`src/rtl/dmem_store_buffer_if.sv`:
```
// MEM-stage data port and data-memory port of the store buffer.
// Default build has store coalescing disabled (see STB_COALESCE_EN).
interface dmem_store_buffer_if #(
    parameter int DEPTH  = 4,
    parameter int DATA_W = 32,
    parameter int ADDR_W = 32
);
    localparam int CW = $clog2(DEPTH) + 1;

    logic [ADDR_W-1:0] cpu_addr;
    logic [DATA_W-1:0] cpu_wdata;
    logic              cpu_memwrite;
    logic              cpu_memread;
    logic [DATA_W-1:0] cpu_rdata;
    logic              stall;
    logic [ADDR_W-1:0] mem_addr;
    logic [DATA_W-1:0] mem_wdata;
    logic              mem_wen;
    logic [DATA_W-1:0] mem_rdata;
    logic              mem_ready;
    logic              empty;
    logic [CW-1:0]     count;

    modport slave (
        input  cpu_addr, cpu_wdata, cpu_memwrite, cpu_memread,
        input  mem_rdata, mem_ready,
        output cpu_rdata, stall, mem_addr, mem_wdata, mem_wen,
        output empty, count
    );

    modport master (
        output cpu_addr, cpu_wdata, cpu_memwrite, cpu_memread,
        output mem_rdata, mem_ready,
        input  cpu_rdata, stall, mem_addr, mem_wdata, mem_wen,
        input  empty, count
    );
endinterface

```
`src/rtl/dmem_store_buffer.sv`:
```
// Posted-write store buffer with youngest-match load forwarding.
// Optional macro STB_COALESCE_EN merges stores into the youngest entry.
module dmem_store_buffer #(
    parameter int DEPTH  = 4,
    parameter int DATA_W = 32,
    parameter int ADDR_W = 32
) (
    input  logic                clk,
    input  logic                rst,
    dmem_store_buffer_if.slave  bus
);
    localparam int PW = $clog2(DEPTH);
    localparam int CW = PW + 1;

    logic [ADDR_W-1:0] r_addr [DEPTH];
    logic [DATA_W-1:0] r_data [DEPTH];
    logic [DEPTH-1:0]  r_valid;
    logic [PW-1:0]     r_head;
    logic [PW-1:0]     r_tail;
    logic [CW-1:0]     r_count;

    logic              w_full;
    logic              w_drain;
    logic              w_accept;
    logic              w_alloc;
    logic              w_coal;
    logic [PW-1:0]     w_last;
    logic              w_hit;
    logic [DATA_W-1:0] w_fdata;
    logic [PW-1:0]     w_idx;

    assign w_full  = (r_count == CW'(DEPTH));
    assign w_drain = (r_count != '0) && !bus.cpu_memread && bus.mem_ready;
    assign w_last  = r_tail - PW'(1);

`ifdef STB_COALESCE_EN
    // A store hitting the youngest entry merges, unless that entry leaves now.
    assign w_coal = bus.cpu_memwrite && r_valid[w_last]
                 && (r_addr[w_last][ADDR_W-1:2] == bus.cpu_addr[ADDR_W-1:2])
                 && !(w_drain && (r_count == CW'(1)));
`else
    assign w_coal = 1'b0;
`endif

    assign w_accept = bus.cpu_memwrite && (!w_full || w_drain || w_coal);
    assign w_alloc  = w_accept && !w_coal;

    assign bus.stall     = bus.cpu_memwrite && !w_accept;
    assign bus.mem_wen   = w_drain;
    assign bus.mem_addr  = w_drain ? r_addr[r_head] : bus.cpu_addr;
    assign bus.mem_wdata = r_data[r_head];
    assign bus.empty     = (r_count == '0);
    assign bus.count     = r_count;
    assign bus.cpu_rdata = (bus.cpu_memread && w_hit) ? w_fdata
                                                      : bus.mem_rdata;

    // Walk entries oldest to youngest so the last match wins.
    always_comb begin
        w_hit   = 1'b0;
        w_fdata = '0;
        w_idx   = '0;
        for (int i = 0; i < DEPTH; i++) begin
            w_idx = r_head + PW'(i);
            if (r_valid[w_idx] &&
                (r_addr[w_idx][ADDR_W-1:2] == bus.cpu_addr[ADDR_W-1:2])) begin
                w_hit   = 1'b1;
                w_fdata = r_data[w_idx];
            end
        end
    end

    // Pointer, occupancy and valid-bit bookkeeping; reset drops all stores.
    always_ff @(posedge clk or negedge rst) begin
        if (!rst) begin
            r_head  <= '0;
            r_tail  <= '0;
            r_count <= '0;
            r_valid <= '0;
        end else begin
            if (w_drain) begin
                r_valid[r_head] <= 1'b0;
                r_head          <= r_head + PW'(1);
            end
            if (w_alloc) begin
                r_valid[r_tail] <= 1'b1;
                r_tail          <= r_tail + PW'(1);
            end
            unique case ({w_alloc, w_drain})
                2'b10:   r_count <= r_count + CW'(1);
                2'b01:   r_count <= r_count - CW'(1);
                default: r_count <= r_count;
            endcase
        end
    end

    // Entry payload; qualified by r_valid so it needs no reset.
    always_ff @(posedge clk) begin
        if (w_alloc) begin
            r_addr[r_tail] <= bus.cpu_addr;
            r_data[r_tail] <= bus.cpu_wdata;
        end
        if (w_coal) begin
            r_data[w_last] <= bus.cpu_wdata;
        end
    end
endmodule

```
`src/flat_wrapper.sv`:
```
// flat-port wrapper written by rule: the top's interface ports become plain ports
module dmem_store_buffer_flat 
#(
    parameter int DEPTH  = 4,
    parameter int DATA_W = 32,
    parameter int ADDR_W = 32
)
  (clk, rst, bus_cpu_addr, bus_cpu_wdata, bus_cpu_memwrite, bus_cpu_memread, bus_mem_rdata, bus_mem_ready, bus_cpu_rdata, bus_stall, bus_mem_addr, bus_mem_wdata, bus_mem_wen, bus_empty, bus_count);
  dmem_store_buffer_if #(.DEPTH(DEPTH), .DATA_W(DATA_W), .ADDR_W(ADDR_W)) bus_i ();
  input  logic clk;
  input  logic rst;
  input wire logic [$bits(bus_i.cpu_addr)-1:0] bus_cpu_addr;
  input wire logic [$bits(bus_i.cpu_wdata)-1:0] bus_cpu_wdata;
  input wire logic [$bits(bus_i.cpu_memwrite)-1:0] bus_cpu_memwrite;
  input wire logic [$bits(bus_i.cpu_memread)-1:0] bus_cpu_memread;
  input wire logic [$bits(bus_i.mem_rdata)-1:0] bus_mem_rdata;
  input wire logic [$bits(bus_i.mem_ready)-1:0] bus_mem_ready;
  output wire logic [$bits(bus_i.cpu_rdata)-1:0] bus_cpu_rdata;
  output wire logic [$bits(bus_i.stall)-1:0] bus_stall;
  output wire logic [$bits(bus_i.mem_addr)-1:0] bus_mem_addr;
  output wire logic [$bits(bus_i.mem_wdata)-1:0] bus_mem_wdata;
  output wire logic [$bits(bus_i.mem_wen)-1:0] bus_mem_wen;
  output wire logic [$bits(bus_i.empty)-1:0] bus_empty;
  output wire logic [$bits(bus_i.count)-1:0] bus_count;
  assign bus_i.cpu_addr = bus_cpu_addr;
  assign bus_i.cpu_wdata = bus_cpu_wdata;
  assign bus_i.cpu_memwrite = bus_cpu_memwrite;
  assign bus_i.cpu_memread = bus_cpu_memread;
  assign bus_i.mem_rdata = bus_mem_rdata;
  assign bus_i.mem_ready = bus_mem_ready;
  assign bus_cpu_rdata = bus_i.cpu_rdata;
  assign bus_stall = bus_i.stall;
  assign bus_mem_addr = bus_i.mem_addr;
  assign bus_mem_wdata = bus_i.mem_wdata;
  assign bus_mem_wen = bus_i.mem_wen;
  assign bus_empty = bus_i.empty;
  assign bus_count = bus_i.count;
  dmem_store_buffer #(.DEPTH(DEPTH), .DATA_W(DATA_W), .ADDR_W(ADDR_W)) u_core (.clk(clk), .rst(rst), .bus(bus_i));
endmodule
```
`config.mk`:
```
export PLATFORM = sky130hd
export DESIGN_NAME = dmem_store_buffer_flat
export DESIGN_NICKNAME = d
export VERILOG_FILES = /design/src/rtl/dmem_store_buffer_if.sv /design/src/rtl/dmem_store_buffer.sv /design/src/flat_wrapper.sv
export SDC_FILE = /design/constraint.sdc
export NUM_CORES = 1
export LEC_CHECK = 0
export CELL_PAD_IN_SITES_DETAIL_PLACEMENT = 1
export CELL_PAD_IN_SITES_GLOBAL_PLACEMENT = 1
export CORE_UTILIZATION = 48
export DETAILED_ROUTE_END_ITERATION = 7
export PLACE_DENSITY_LB_ADDON = 0.12
export SYNTH_ARGS = -nofsm -noshare
export SYNTH_HDL_FRONTEND = slang
export SYNTH_SLANG_ARGS = --single-unit
```
`constraint.sdc`:
```
create_clock -name clk -period 6.3 [get_ports clk]
set_input_delay 0.945 -clock clk [delete_from_list [all_inputs] [get_ports clk]]
set_output_delay 0.945 -clock clk [all_outputs]
set_load 0.02 [all_outputs]
```
* Word level (Yosys, flattened, before mapping) *
Memory sizes are Yosys's and may differ from the RTL's.
Index checks and enable logic that the tools add are counted.
Widths: inputs -> output; s select.

operators by class
  $add $sub $neg = 6
  order comparisons = 7
  eq/ne operators = 7
  muxes and demuxes = 27
  bitwise logic cells = 3
  reductions and logical operators = 18

operators by type and width
  kind                 count
  $mux 32              6
  $eq 30x30->1         4
  $lt 2x3->1 const B   5
  $mux 1               12
  $logic_and 1x1->1    11
  $bmux 1 s2           4
  $mux 4               2
  $pmux 3 s2           1
  $add 2x1->2 const B  2
  $add 2x2->2 const B  2
  $and 4x4->4          1
  $demux 1 s2          2
  $ge 2x1->1 const B   2
  $not 4->4            1
  $or 4x4->4           1
  $add 3x1->3 const B  1
  $eq 3x3->1 const B   1
  $logic_not 1->1      3
  $logic_not 3->1      1
  $reduce_bool 3->1    1
  $sub 3x1->3 const B  1
  $eq 2x1->1 const B   1
  $eq 2x2->1 const B   1
  $reduce_bool 2->1    1
  $logic_or 1x1->1     1

storage, ports and cells
  flip-flop bits (word level) = 11
  RAM bits = 256
  input port bits = 101
  output and inout port bits = 102
  logic and storage cells = 74
  memories kept = 2

memory list
  memory         depth  width  read ports  clocked after Yosys merged registers in  wr ports  RTL line                 RTL
  u_core.r_addr  4      32     4           0                                        1         dmem_store_buffer.sv:15  logic [ADDR_W-1:0] r_addr [DEPTH];
  u_core.r_data  4      32     4           0                                        1         dmem_store_buffer.sv:16  logic [DATA_W-1:0] r_data [DEPTH];

* Logic depth before layout (Yosys ltp) *
Gate-level depths: netlist (run 1).

  depth in word-level cells = 9
  depth in mapped cells = 22
  depth with buffers taken out = 11

* Worst setup path after synthesis (run 1) *
No wires, ideal clock.

  path kind = register to output
  start point = register u_core.r_head[0]
  end point = output bus_cpu_rdata[17]
  arrival time = 4.957 ns
  data required time = 5.355 ns
  setup slack = 0.398 ns
  stages on the path, launching flop included = 19
  cell sequence = dfrtp_1 > buf_4 > buf_4 > buf_4 > inv_2 > clkbuf_1 > clkbuf_1 > ha_1 > buf_4 > buf_6 > buf_8 > buf_6 > buf_2 > buf_2 > buf_1 > mux4_2 > mux2_2 > a221o_1 > mux2_2

between the ends
  elaborated cells on any way between the ends = 31
  classes of those cells = add/sub: 3; eq/ne: 4; mux: 17; reduce/logical: 5; memory: 2

RTL lines
  element                                     RTL line                                          RTL
  from (decl)                                 dmem_store_buffer.sv:18                           logic [PW-1:0] r_head;
  from (signal assigned)                      dmem_store_buffer.sv:82                           r_head <= r_head + PW'(1);
  $add 2x2->2 *                               dmem_store_buffer.sv:63                           w_idx = r_head + PW'(i);
  via u_core.w_idx[0]                         dmem_store_buffer.sv:30                           logic [PW-1:0] w_idx;
  $mem_v2 4x32 or $bmux 1 s2 (tied branches)  -
  $eq 30x30->1 or $mux 1 (tied branches)      dmem_store_buffer.sv:65, dmem_store_buffer.sv:64
  $logic_and 1x1->1                           dmem_store_buffer.sv:64                           if (r_valid[w_idx] &&
  $mux 1                                      dmem_store_buffer.sv:64
  $logic_and 1x1->1                           dmem_store_buffer.sv:54                           assign bus.cpu_rdata = (bus.cpu_memread && w_hit) ? w_fdata
  $mux 32 *                                   dmem_store_buffer.sv:54
  to (decl)                                   flat_wrapper.sv:18                                output wire logic [$bits(bus_i.cpu_rdata)-1:0] bus_cpu_rdata;

The timed path passes the listed nets; every way through them passes the cells marked *. The select of a mux whose other input is x is not followed.

* Worst setup path in the final report (run 1) *
  start point = register u_core.r_head[1]
  end point = output bus_cpu_rdata[17]

between the ends
  cells in the longest elaborated chain, start to end = 9
  elaborated cells on any way between the ends = 31
  classes of those cells = add/sub: 3; eq/ne: 4; mux: 17; reduce/logical: 5; memory: 2

RTL lines
  element                                      RTL line                 RTL
  $add 2x1->2 (tied with other cells)          dmem_store_buffer.sv:63
  $mem_v2 4x32 (tied with other cells)         -
  $eq 30x30->1 (tied with other cells)         dmem_store_buffer.sv:65  (r_addr[w_idx][ADDR_W-1:2] == bus.cpu_addr[ADDR_W-1:2])) begin
  $logic_and 1x1->1 or $mux 1 (tied branches)  dmem_store_buffer.sv:64
  $mux 1 (3 in series)                         dmem_store_buffer.sv:64
  $logic_and 1x1->1                            dmem_store_buffer.sv:54
  $mux 32 *                                    dmem_store_buffer.sv:54

Mark *: on every way between the ends. The rest lies on a longest branch, timed or not. The select of a mux whose other input is x is not followed.

==> results of run 1 <==
-- where the power goes --
group | internal, mW | switching, mW
Clock | 0.968 | 0.722
Combinational | 3.30 | 3.23
Sequential | 2.37 | 0.316
Total | 6.64 | 4.27
-- cells in the mapped netlist, types with 26 or more instances --
cell,n
edfxtp_1,256
nor3b_1,32
mux2_2,71
buf_2,28
nand2_1,78
o21ai_0,45
nor2_1,44
inv_1,26
xnor2_1,65
clkbuf_1,52
a221o_1,34
mux2i_1,84
xor2_1,32
mux4_2,216
-- flip-flops by register name (all words and copies together) (netlist names) --
signal and flops:
u_core.r_data 128, u_core.bus.count 3, u_core.r_head 2, u_core.r_tail 2, u_core.r_valid 4, u_core.r_addr 128
-- through the flow --
stage	worst slack, ns	hold slack (ns)	instance area (um2)	util [%]
floorplan	0.398	0.495	18500	-
global placement	0.320	0.534	21000	55.6
detailed placement	0.227	0.544	21000	55.6
CTS	0.0171	0.550	22100	58.6
global route	0.00893	0.584	22200	58.8
finish	0.115	0.556	22200	58.8
-- layer usage --
metal  global-route usage, %  share of wire, %  routed length [um]
met5                       0                 0                   0
met4                    9.24               2.9                1620
met3                    3.54               6.8                3750
met2                    47.8                50               27800
met1                    38.0                40               22200
-- logic make-up after synthesis --
family | Yosys count
AO/OA/AOI/OAI | 160
XOR/XNOR | 97
adder cells (fa/ha/maj) | 10
buffers and inverters | 150
flip-flops | 267
multiplexers | 371
AND/OR/NAND/NOR | 206
-- layout make-up --
cell class / instances / area, um2
diodes: 3 / 7.51
clock buffers: 35 / 791
clock inverters: 19 / 139
fillers: 3552 / 15500
inverters: 27 / 101
multi-input cells: 844 / 9800
flip-flops and latches: 267 / 7970
well taps: 511 / 639
repair buffers: 268 / 2770
-- cells in the final DEF, fill, tap and decap left out, drive strengths merged, types with 4 or more instances in the layout --
cell type / count
o2111ai: 6
xnor2: 65
o211ai: 6
clkbuf: 36
edfxtp: 256
nor4: 8
dfrtp: 11
buf: 64
or3: 4
mux2i: 84
nor3b: 32
nand2: 78
a21oi: 10
o21ai: 45
nand4: 13
nor2: 44
o22ai: 14
nor3: 7
inv: 27
xor2: 32
mux2: 71
a21o: 4
a2111oi: 4
mux4: 216
a221o: 34
dlymetal6s2s: 28
and2: 6
a2bb2oi: 4
a221oi: 10
ha: 9
clkdlybuf4s50: 170
clkinv: 16
dlygate4sd2: 4
-- worst paths after layout --
| kind | startpoint | end | slack (ns) | depth (start not counted) |
|---|---|---|---|---|
| hold / removal | u_core.bus.count[2]$_DFFE_PN0P_ | u_core.bus.count[2]$_DFFE_PN0P_ | 0.56 | 1 |
| min in group asynchronous | rst | u_core.bus.count[1]$_DFFE_PN0P_ | 0.73 | 1 |
| setup reg to reg | u_core.bus.count[2]$_DFFE_PN0P_ | u_core.bus.count[2]$_DFFE_PN0P_ | 3.45 | 10 |
| hold reg to reg | u_core.bus.count[2]$_DFFE_PN0P_ | u_core.bus.count[2]$_DFFE_PN0P_ | 0.56 | 1 |
| setup / recovery | u_core.r_head[1]$_DFFE_PN0N_ | bus_cpu_rdata[17] | 0.11 | 15 |
| max in group asynchronous | rst | u_core.r_head[1]$_DFFE_PN0N_ | 5.17 | 1 |
-- timing repair --
item                                    in CTS  in global routing
resized for setup                           10                 30
pin swaps                                    4                  0
gates cloned                                 1                  1
endpoints found under the setup margin      32                 28
hold buffers                                 0                  0
setup buffers                               12                  0
==> results_dict.tcl, run 1 <==
set metrics [dict create \
    setup_viol 0 \
    worst_slew_pin_slew_ns 0.947 \
    place_inst 1903 \
    wl_per_cell_um 28.0 \
    synth_compound_area_share_pct 6.47 \
    synth_edf_count 256 \
    synthTopCellsByArea "edfxtp_1 42%, mux4_2 26%, mux2i_1 4.6%" \
    cp-start-kind "flop" \
    synthMuxAreaShare_pct 35.3 \
    cts_buffer_depth 3 \
    final_cells 1974 \
    worst-setup-path-type "reg2out" \
    final_nets 1549 \
    outcome "finished clean" \
    wirelength_mm 55.3 \
    synth_top_family_by_area "multiplexers" \
    synth-seq-cells 267 \
    hpwl_mm 36.6 \
    yosys.area_share.xor_xnor_pct 4.60 \
    die_height_um 198 \
    drc 0 \
    rsz0062_at_grt "no" \
    port_buffers 202 \
    cap_violations 0 \
    worstPathArrival_ns 5.24 \
    syn_avg_cell_area_um2 14.6 \
    peakVddDrop_uv 581 \
    synth_top_cell_by_area "edfxtp_1" \
    period_needed_ns 6.19 \
    ios 203 \
    num_vias 12900 \
    p_leak_nw 7.66 \
    ys_seq_area_share_pct 43.2 \
    cts_max_level 1 \
    cts_buffers 30 \
    relSlewSlack_pct 36.9 \
    synth_top_cell_area_share_pct 41.7 \
    crit_buf_inv 6 \
    finalSetupTns_ns 0 \
    cpPeakStageDelay_ns 0.55 \
    holdCritPathClass "reg2reg" \
    synthSimpleGateAreaFrac_pct 5.68 \
    antenna_found_initial 1 \
    synthAdderAreaFrac_pct 0.719 \
    cts.sinks 267 \
    critical_path.cell_chain "inv_2, ha_4, buf_12, buf_4, mux4_2, xnor2_1, a2111oi_1, nand4_1, nor3_4, buf_4, bufbuf_16, mux2_2, a221o_1, mux2_2, dlygate4sd2_1" \
    vias_per_cell 6.53 \
    cts_tree "built" \
    grt_remaining_overflow 0 \
    drive_above_1_share_pct 28.2 \
    fmax_ghz 0.162 \
    start_util_pct 48.9 \
    drtPass1Iterations 5 \
    drt-initial-drc-count 1100 \
    crit_family "buffers and inverters" \
    post-route-period-util_pct 98.2 \
    syn_area_mm2 0.0185 \
    crit_slowest_cell "mux4_2" \
    ant_nets 0 \
    synth_cell_types 59 \
    area_growth_pct 20.4 \
    p_per_area_mw_per_mm2 491 \
    die_w_um 198 \
    first_global_vias 13300 \
    finalClockSkew_ns 0.0261 \
    hold_viol_final 0 \
    crit_fanout 16 \
    clk_pin_slew_ns 0.05 \
    coreArea_mm2 0.0378 \
    synthCells 1261 \
    required_ns 5.35 \
    yosysWarnings 0 \
    slew_viol_final 0 \
    grt_pass1_wl_mm 82.8 \
    gp_congestion 0.906 \
    dieArea_mm2 0.0392 \
    synthArstFlopShare_pct 4.12 \
    critPathCaptureType "output port" \
    track_usage_pct 28.3 \
    synth_nets 1372 \
    grt_start_max_net_pins 171 \
    cts_root_buf "clkbuf_16" \
    power_mw 10.9 \
    synth_ff_type "edfxtp_1" \
    insertion_delay_ns 0.58 \
    rows 71 \
]
Power figures use the tool's default switching activity.
==> run 2, diff against run 1 <==
- CAP_MARGIN: unset -> 20
==> results of run 2 <==
Final layout, timing and power as in run 1 (identical DEF).
==> run 3, diff against run 2 <==
- CTS_CLUSTER_DIAMETER: unset -> 200
==> results of run 3 <==
Final layout, timing and power as in run 1 (identical DEF).
